**src/rtl/call_register.sv**
```systemverilog
// Button front end for the elevator controller: synchronise and debounce six raw buttons,
// emit one-cycle request pulses, and keep a per-floor call-lamp register cleared by open doors.
module call_register #(
   parameter int DEBOUNCE_CYCLES = 4,
   parameter int CNT_W           = 3
) (
   input  logic       FRQ,
   input  logic       RST,
   input  logic [2:0] interior_btn,
   input  logic [2:0] exterior_btn,
   input  logic [2:0] doors,
   output logic [2:0] interior_panel,
   output logic [2:0] exterior_panel,
   output logic [2:0] call_lamps,
   output logic       any_pending
);

   localparam logic [CNT_W-1:0] CNT_LAST = CNT_W'(DEBOUNCE_CYCLES - 1);

   typedef enum logic {
      ST_RELEASED = 1'b0,
      ST_PRESSED  = 1'b1
   } deb_state_t;

   // Bits 2:0 are cabin buttons, bits 5:3 are hall buttons.
   logic [5:0] w_raw;
   logic [5:0] w_stable;
   logic [5:0] w_rise;
   logic [5:0] r_stable_d;

   logic [2:0] w_int_next;
   logic [2:0] w_ext_next;
   logic [2:0] w_lamps_next;

   logic [2:0] r_int_panel;
   logic [2:0] r_ext_panel;
   logic [2:0] r_lamps;
   logic       r_any;

   assign w_raw = {exterior_btn, interior_btn};

   genvar gi;
   generate
      for (gi = 0; gi < 6; gi++) begin : g_btn
         logic             r_sync1;
         logic             r_sync2;
         logic [CNT_W-1:0] r_cnt;
         logic [CNT_W-1:0] w_cnt_next;
         deb_state_t       r_state;
         deb_state_t       w_state_next;

         always_ff @(posedge FRQ) begin
            if (RST) begin
               r_sync1 <= 1'b0;
               r_sync2 <= 1'b0;
               r_cnt   <= '0;
               r_state <= ST_RELEASED;
            end else begin
               r_sync1 <= w_raw[gi];
               r_sync2 <= r_sync1;
               r_cnt   <= w_cnt_next;
               r_state <= w_state_next;
            end
         end

         // The counter only runs while the synchronised input disagrees with the
         // stable value, so it never passes CNT_LAST.
         always_comb begin
            w_state_next = r_state;
            w_cnt_next   = '0;
            if (r_sync2 != w_stable[gi]) begin
               if (r_cnt == CNT_LAST) begin
                  w_state_next = r_sync2 ? ST_PRESSED : ST_RELEASED;
                  w_cnt_next   = '0;
               end else begin
                  w_cnt_next = r_cnt + 1'b1;
               end
            end
         end

         assign w_stable[gi] = (r_state == ST_PRESSED);
      end
   endgenerate

   assign w_rise = w_stable & ~r_stable_d;

   // A press at a floor whose door is already open is swallowed entirely.
   assign w_int_next   = w_rise[2:0] & ~doors;
   assign w_ext_next   = w_rise[5:3] & ~doors;
   assign w_lamps_next = (r_lamps | w_int_next | w_ext_next) & ~doors;

   always_ff @(posedge FRQ) begin
      if (RST) begin
         r_stable_d  <= '0;
         r_int_panel <= '0;
         r_ext_panel <= '0;
         r_lamps     <= '0;
         r_any       <= 1'b0;
      end else begin
         r_stable_d  <= w_stable;
         r_int_panel <= w_int_next;
         r_ext_panel <= w_ext_next;
         r_lamps     <= w_lamps_next;
         r_any       <= |w_lamps_next;
      end
   end

   assign interior_panel = r_int_panel;
   assign exterior_panel = r_ext_panel;
   assign call_lamps     = r_lamps;
   assign any_pending    = r_any;

endmodule

```
**config.mk**
```make
export PLATFORM = sky130hd
export DESIGN_NAME = call_register
export DESIGN_NICKNAME = d
export VERILOG_FILES = /design/src/rtl/call_register.sv
export SDC_FILE = /design/constraint.sdc
export NUM_CORES = 1
export LEC_CHECK = 0
export CAP_MARGIN = 20
export CORE_UTILIZATION = 57
export DETAILED_ROUTE_END_ITERATION = 8
export GPL_ROUTABILITY_DRIVEN = 0
export PLACE_DENSITY = 0.8
export SLEW_MARGIN = 20
export SYNTH_ARGS = -nofsm -noshare
export SYNTH_HDL_FRONTEND = slang
export SYNTH_SLANG_ARGS = --single-unit
```
**constraint.sdc**
```tcl
create_clock -name FRQ -period 3.44 [get_ports FRQ]
set_input_delay 0.344 -clock FRQ [delete_from_list [all_inputs] [get_ports FRQ]]
set_output_delay 0.344 -clock FRQ [all_outputs]
set_load 0.02 [all_outputs]
```
==> metrics.md, run 1 <==
| Metric | Value |
|---|---|
| Final setup viols | 0 |
| Largest net degree at the start of global routing | 22 |
| Crit path capture type | flop |
| EDFF count, synth | 0 |
| CTS tree | yes |
| Clock transition at path regs | approximately 140 ps |
| Post-synthesis register bit count | 52 |
| Cell row count | 19 |
| Setup CP Type | in -> reg |
| Crit-path cells | clkdlybuf4s50_1 -> buf_4 -> or3_1 -> nor2_1 |
| Final HPWL DP | between 1500 and 2000 um |
| Total gr overflow | 0 |
| Post-synthesis sequential area ratio | ~60% |
| Final Max Slew Viols | 0 |
| Initial core utilization | 61.7% |
| Final core utilization | between 70% and 80% |
| Fin nets | 207 |
| Die X-Extent | around 57 um |
| Worst setup SP type | input pin |
| Met1 Use GR | between 10% and 20% |
| Share of the synthesized area in the top cell type | around three fifths |
| Die Area | ~0.0033 mm^2 |
| # IOs | 21 |
| CTS buffer count | 5 |
| Final ANT Viol Nets | 0 |
| Max Freq | slightly below 0.6 GHz |
| RSZ-0062 raised after global routing | no |
| Core Region | between 0.002 and 0.003 mm^2 |
| Met3 usage | approximately 4.8% |
| Req. time, crit path | 3760 ps |
| Skew final | ~15 ps |
| Port Buf Inserts | 20 |
| Tmin final | 1690 ps |
| Critical path arrival | ~2000 ps |
| Number of global-route vias before repair | 987 |
| Root buffer cell | clkbuf_4 |
| Drt via density | between 4 and 5 |
| Clock sink total | 52 |
| Most used routing layer | met2 |
| Cts hold-fix bufs | 0 |
| Die Span Y | 57.4 um |
| Period utilisation layout | between 40% and 50% |
| VDD IR max | 0.406 mV |
| Cell family with most CP delay | buffers and inverters |
| DRT Pass-1 Iters | 6 |
| Cells after synthesis | between 150 and 200 |
| Failing checks | DRC |
| Cell leakage power | about 0.8 nW |
| Top_reg_cell synth | dfxtp_1 |
| Initial antenna violation count | 0 |
| Top cells by count, synth | 52 x dfxtp_1, 27 x nor2_1, 21 x nor2b_1, 12 x ha_1, 12 x inv_1 |
| Worst path bufs/invs | 2 |
| Clock Latency Late Sink | 370 ps |
| Htree depth | 2 |
| Synth top area cells | dfxtp_1 60%, ha_1 8.6%, nor2b_1 7.5% |
| Critical path peak fanout | 21 |
| Power per cell area | 445 mW/mm^2 |
| Ant. Diodes | 0 |
| M2 GR Usage | ~28% |
| Synth warn | 0 |
| Status | complete, but fails checks |
| Global-route wire length before repair | approximately 4100 um |
| Post_cts resized | 0 |
| Netlist cell types | 18 |
| Area leader, netlist | dfxtp_1 |
| Total GRT Usage | roughly 17% |
| Initial DRC Count | 16 |
| Setup TNS | 0 ps |
| Final Hold Viols | 0 |
| Post-CTS setup buffers | 0 |
| WL/cell | roughly 11 um |
| Syn Nets | approximately 180 |
| Detailed-route DRC error count | 2 |
| Clock buffer depth | 2 |
| Synth-to-layout area growth | 16.5% |
| Asr flop ratio synth | 0% |
| Avg Cell Area, Syn | around 11 um^2 |
| Least-Margin Pin Slew | just over 700 ps |
| Hold crit path type | reg -> reg |
| Slew margin rel. | a little over half |
| Largest stage delay on the critical path | a little under 800 ps |
| Area of the mapped netlist | between 0.0015 and 0.002 mm^2 |
| Most common cell in the synthesized netlist | dfxtp_1 |
| Vias | around 1100 |
| Slowest CP cell | clkdlybuf4s50_1 |
| Share of cells above drive strength 1 | 6.49% |
| Final WL | 2400 um |
| Max-cap violations | 0 |
final cells by class:
type / instances / area, um^2
multi-input combinational: 92 / 647
clock buffer: 5 / 37.5
timing repair buffer: 21 / 208
fill: 215 / 793
tap: 31 / 38.8
sequential: 52 / 1040
clock inverter: 3 / 18.8
inverter: 12 / 45.0
flip-flops by register name, indices dropped and copies added (netlist names):
| name | count |
|---|---|
| g_btn.r_cnt | 18 |
| r_stable_d | 6 |
| g_btn.r_state | 6 |
| g_btn.r_sync1 | 6 |
| call_lamps | 3 |
| exterior_panel | 3 |
| interior_panel | 3 |
| any_pending | 1 |
| g_btn.r_sync2 | 6 |
cells in the final DEF, fill, tap and decap left out, types with 5 or more instances in the layout:
cell / count
nor2b_1: 21
or3_1: 7
nor2_1: 27
dfxtp_1: 52
and2_1: 5
clkbuf_4: 5
ha_1: 12
mux2i_1: 6
clkdlybuf4s50_1: 20
inv_1: 12
xnor2_1: 6
cells by family (layout without fill, tap and decap cells):
| family | count (synthesis) | in the layout | synth area share [%] |
|---|---|---|---|
| AO/OA/AOI/OAI | 3 | 3 | 1.50 |
| XOR/XNOR | 6 | 6 | 3.01 |
| adder cells (fa/ha/maj) | 12 | 12 | 8.60 |
| buffers and inverters | 15 | 41 | 3.37 |
| flip-flops | 52 | 52 | 59.6 |
| multiplexers | 6 | 6 | 3.44 |
| AND/OR/NAND/NOR | 65 | 65 | 20.5 |
layer usage:
layer / wire length [um] / vias to the layer above
li1: - / 556
met1: 1090 / 470
met2: 1160 / 17
met3: 79 / 7
met4: 67 / 0
met5: 0 / -
final timing paths:
kind                     startpoint                 to  slack, ps  cells past startpoint
setup / recovery                RST  g_btn[4].r_cnt[1]       1750                      4
hold reg to reg   g_btn[1].r_cnt[0]  g_btn[1].r_cnt[0]        430                      1
hold / removal    g_btn[1].r_cnt[0]  g_btn[1].r_cnt[0]        430                      1
setup reg to reg  g_btn[2].r_cnt[0]  g_btn[2].r_cnt[1]       2110                      4
where the power goes:
part	switching, mW	total [mW]	internal (mW)
Sequential	0.00377	0.615	0.611
Combinational	0.0135	0.0318	0.0183
Clock	0.180	0.259	0.0788
metrics by stage:
step	power [mW]	area (um^2)	hold WS, ps	worst slack [ps]	cells
floorplan	0.643	1750	399	2230	159
global placement	0.658	1980	406	1400	208
detailed placement	0.660	1980	413	1330	208
CTS	0.917	2040	432	1740	216
global route	0.939	2040	443	1620	216
finish	0.906	2040	427	1750	216
Power figures use the tool's default switching activity.
==> run 2: changes to the inputs <==
--- a/config.mk
+++ b/config.mk
@@ -6,10 +6,10 @@
 export NUM_CORES = 1
 export LEC_CHECK = 0
 export CAP_MARGIN = 20
-export CORE_UTILIZATION = 57
+export CORE_UTILIZATION = 48
 export DETAILED_ROUTE_END_ITERATION = 8
 export GPL_ROUTABILITY_DRIVEN = 0
-export PLACE_DENSITY = 0.8
+export PLACE_DENSITY = 0.72
 export SLEW_MARGIN = 20
 export SYNTH_ARGS = -nofsm -noshare
 export SYNTH_HDL_FRONTEND = slang
==> constraint.sdc (replaced) <==
create_clock -name FRQ -period 1.4 [get_ports FRQ]
set_input_delay 0.14 -clock FRQ [delete_from_list [all_inputs] [get_ports FRQ]]
set_output_delay 0.14 -clock FRQ [all_outputs]
set_load 0.02 [all_outputs]
==> run 2 against run 1 <==
Net effect: the flow now finishes without violations; die area up 18%; largest cell class unchanged; routed wire length increased by 0.92%; hold slack got worse by 96 ps; clock power rose to 2.5 times the previous value; critical endpoint is now g_btn[1].r_cnt[0]; non-clock buffer count up 3; global-route usage down 1.6 points.
==> metrics.md, run 2 (synthesis results as in run 1) <==
| Metric | Value |
|---|---|
| Least-Margin Pin Slew | approximately 220 ps |
| Initial core utilization | around 50% |
| Placed insts | ~230 |
| Worst path bufs/invs | 0 |
| Number of global-route vias before repair | between 1000 and 1500 |
| Req. time, crit path | between 1500 and 2000 ps |
| Root buffer cell | clkbuf_4 |
| Port Buf Inserts | 20 |
| Max Freq | 0.762 GHz |
| Total gr overflow | 0 |
| Setup CP Type | reg -> reg |
| Die Span Y | 62.3 um |
| Met3 usage | under 10% |
| Total GRT Usage | approximately 15% |
| Initial antenna violation count | 0 |
| # IOs | 21 |
| RSZ-0062 raised after global routing | no |
| Crit path capture type | flop |
| Slew margin rel. | 85.7% |
| Largest stage delay on the critical path | 410 ps |
| Die Area | approximately 0.004 mm^2 |
| Setup TNS | 0 ps |
| Cell row count | 21 |
| Tmin final | 1310 ps |
| Status | finished, final reports clean |
| Die X-Extent | about 62 um |
| Max reg flops | 18 |
| Share of cells above drive strength 1 | 9.57% |
| Fin nets | between 200 and 250 |
| Post-CTS setup buffers | 0 |
| Net Sw Frac | about a fifth |
| Clock transition at path regs | roughly 130 ps |
| Most used cell, CP | ha_1 |
| Cell leakage power | around 0.89 nW |
| Power, Total | around 2.3 mW |
| Most frequent cells in the layout | 52 x dfxtp_1, 26 x nor2_1, 21 x nor2b_1 |
| Sequential Power Share | between 60% and 70% |
| Final Max Slew Viols | 0 |
| Non-Filler Instances | ~230 |
| Hold crit path type | in -> reg |
| Clock buffer depth | 2 |
| Most used routing layer | met2 |
| Htree depth | 2 |
| Synth-to-layout area growth | 19.2% |
| Final Hold Viols | 0 |
| Global-route wire length before repair | about 4500 um |
| Final setup viols | 0 |
| Clock sink total | 52 |
| Clk pwr share | between 20% and 30% |
| Crit-path cells | ha_1 -> ha_1 -> or3_1 -> nor2_1 |
| Logic pwr share | under 10% |
| Slowest CP cell | or3_1 |
| CTS tree | yes |
| Period utilisation layout | 93.7% |
| Largest net degree at the start of global routing | 16 |
| Power per cell area | roughly 1100 mW/mm^2 |
| Detailed-route DRC error count | 0 |
| Max-cap violations | 0 |
| Cell internal pwr | 1.79 mW |
| WL/cell | 10.3 um |
| Critical path arrival | about 1600 ps |
| Initial DRC Count | 30 |
| Cell family with most CP delay | simple AND/OR/NAND/NOR gates |
| Final ANT Viol Nets | 0 |
| Final WL | roughly 2400 um |
| Skew final | between 4 and 5 ps |
| Largest Register | g_btn.r_cnt |
| Switching power total | between 0.4 and 0.5 mW |
| Worst setup SP type | flop |
| Filler cells | about 300 |
| CTS buffer count | 5 |
| Commonest non-fill, non-tap cell in the layout | dfxtp_1 |
| Clock Latency Late Sink | 350 ps |
| Final HPWL DP | approximately 1800 um |
| Ant. Diodes | 0 |
| VDD IR max | 0.660 mV |
| Met1 Use GR | between 10% and 20% |
| Vias | between 1000 and 1500 |
| Drt via density | 4.50 |
| M2 GR Usage | about a quarter |
| Critical path peak fanout | 3 |
| Core Region | ~0.0034 mm^2 |
| DRT Pass-1 Iters | 4 |
## run 2: path summary, 6_finish.rpt
check                                        from                 to  slack (ps)  depth (start not counted)
worst min register to register  g_btn[4].r_cnt[0]  g_btn[4].r_cnt[0]         430                          1
worst min-delay path              exterior_btn[1]   g_btn[4].r_sync1         330                          2
worst max register to register  g_btn[1].r_cnt[0]  g_btn[1].r_cnt[0]          90                          4
worst max-delay path            g_btn[1].r_cnt[0]  g_btn[1].r_cnt[0]          90                          4
## run 2: metal layers
metal	share of wire, %	routed length (um)
met1	44	1070
met2	49	1190
met3	4.1	99
met4	2.3	56
met5	0	0
## run 2: power by group through the flow
stage,clock [mW],sequential [mW],combinational [mW]
after floorplan,0,1.54,0.0404
after global placement,0,1.54,0.0826
after detailed placement,0,1.54,0.0854
after CTS,0.692,1.51,0.0858
after global routing,0.762,1.51,0.0979
final,0.660,1.51,0.0860
## run 2: worst register-to-register path: cells and delay by family, from the launching register on
kind / cells / cell delay [ps]
flip-flops: 1 / 340
adder cells (fa/ha/maj): 2 / 400
AND/OR/NAND/NOR: 2 / 520
## run 2: area by class of cell
type	instances	area (um^2)	area share, %
tap	46	57.6	2.76
clock buffer	6	51.3	2.46
inverter	12	45.0	2.16
sequential	52	1040	50.0
multi-input combinational	92	659	31.7
timing repair buffer	24	218	10.5
clock inverter	2	10.0	0.481
## run 2: metrics by stage
stage,util (%),setup slack [ps],cell area [um^2],hold WS [ps]
global placement,59.2,54.1,2020,406
global route,61.0,8.83,2080,314
CTS,60.6,54.8,2070,314
floorplan,-,194,1750,210
detailed placement,59.2,11.7,2020,414
finish,61.0,87.9,2080,331
## run 2: timing repair
action                     4_1_cts  5_1_grt
hold buffers                     0        0
setup endpoints to repair       10        3
pin swaps                        0        0
resized for setup               10        3
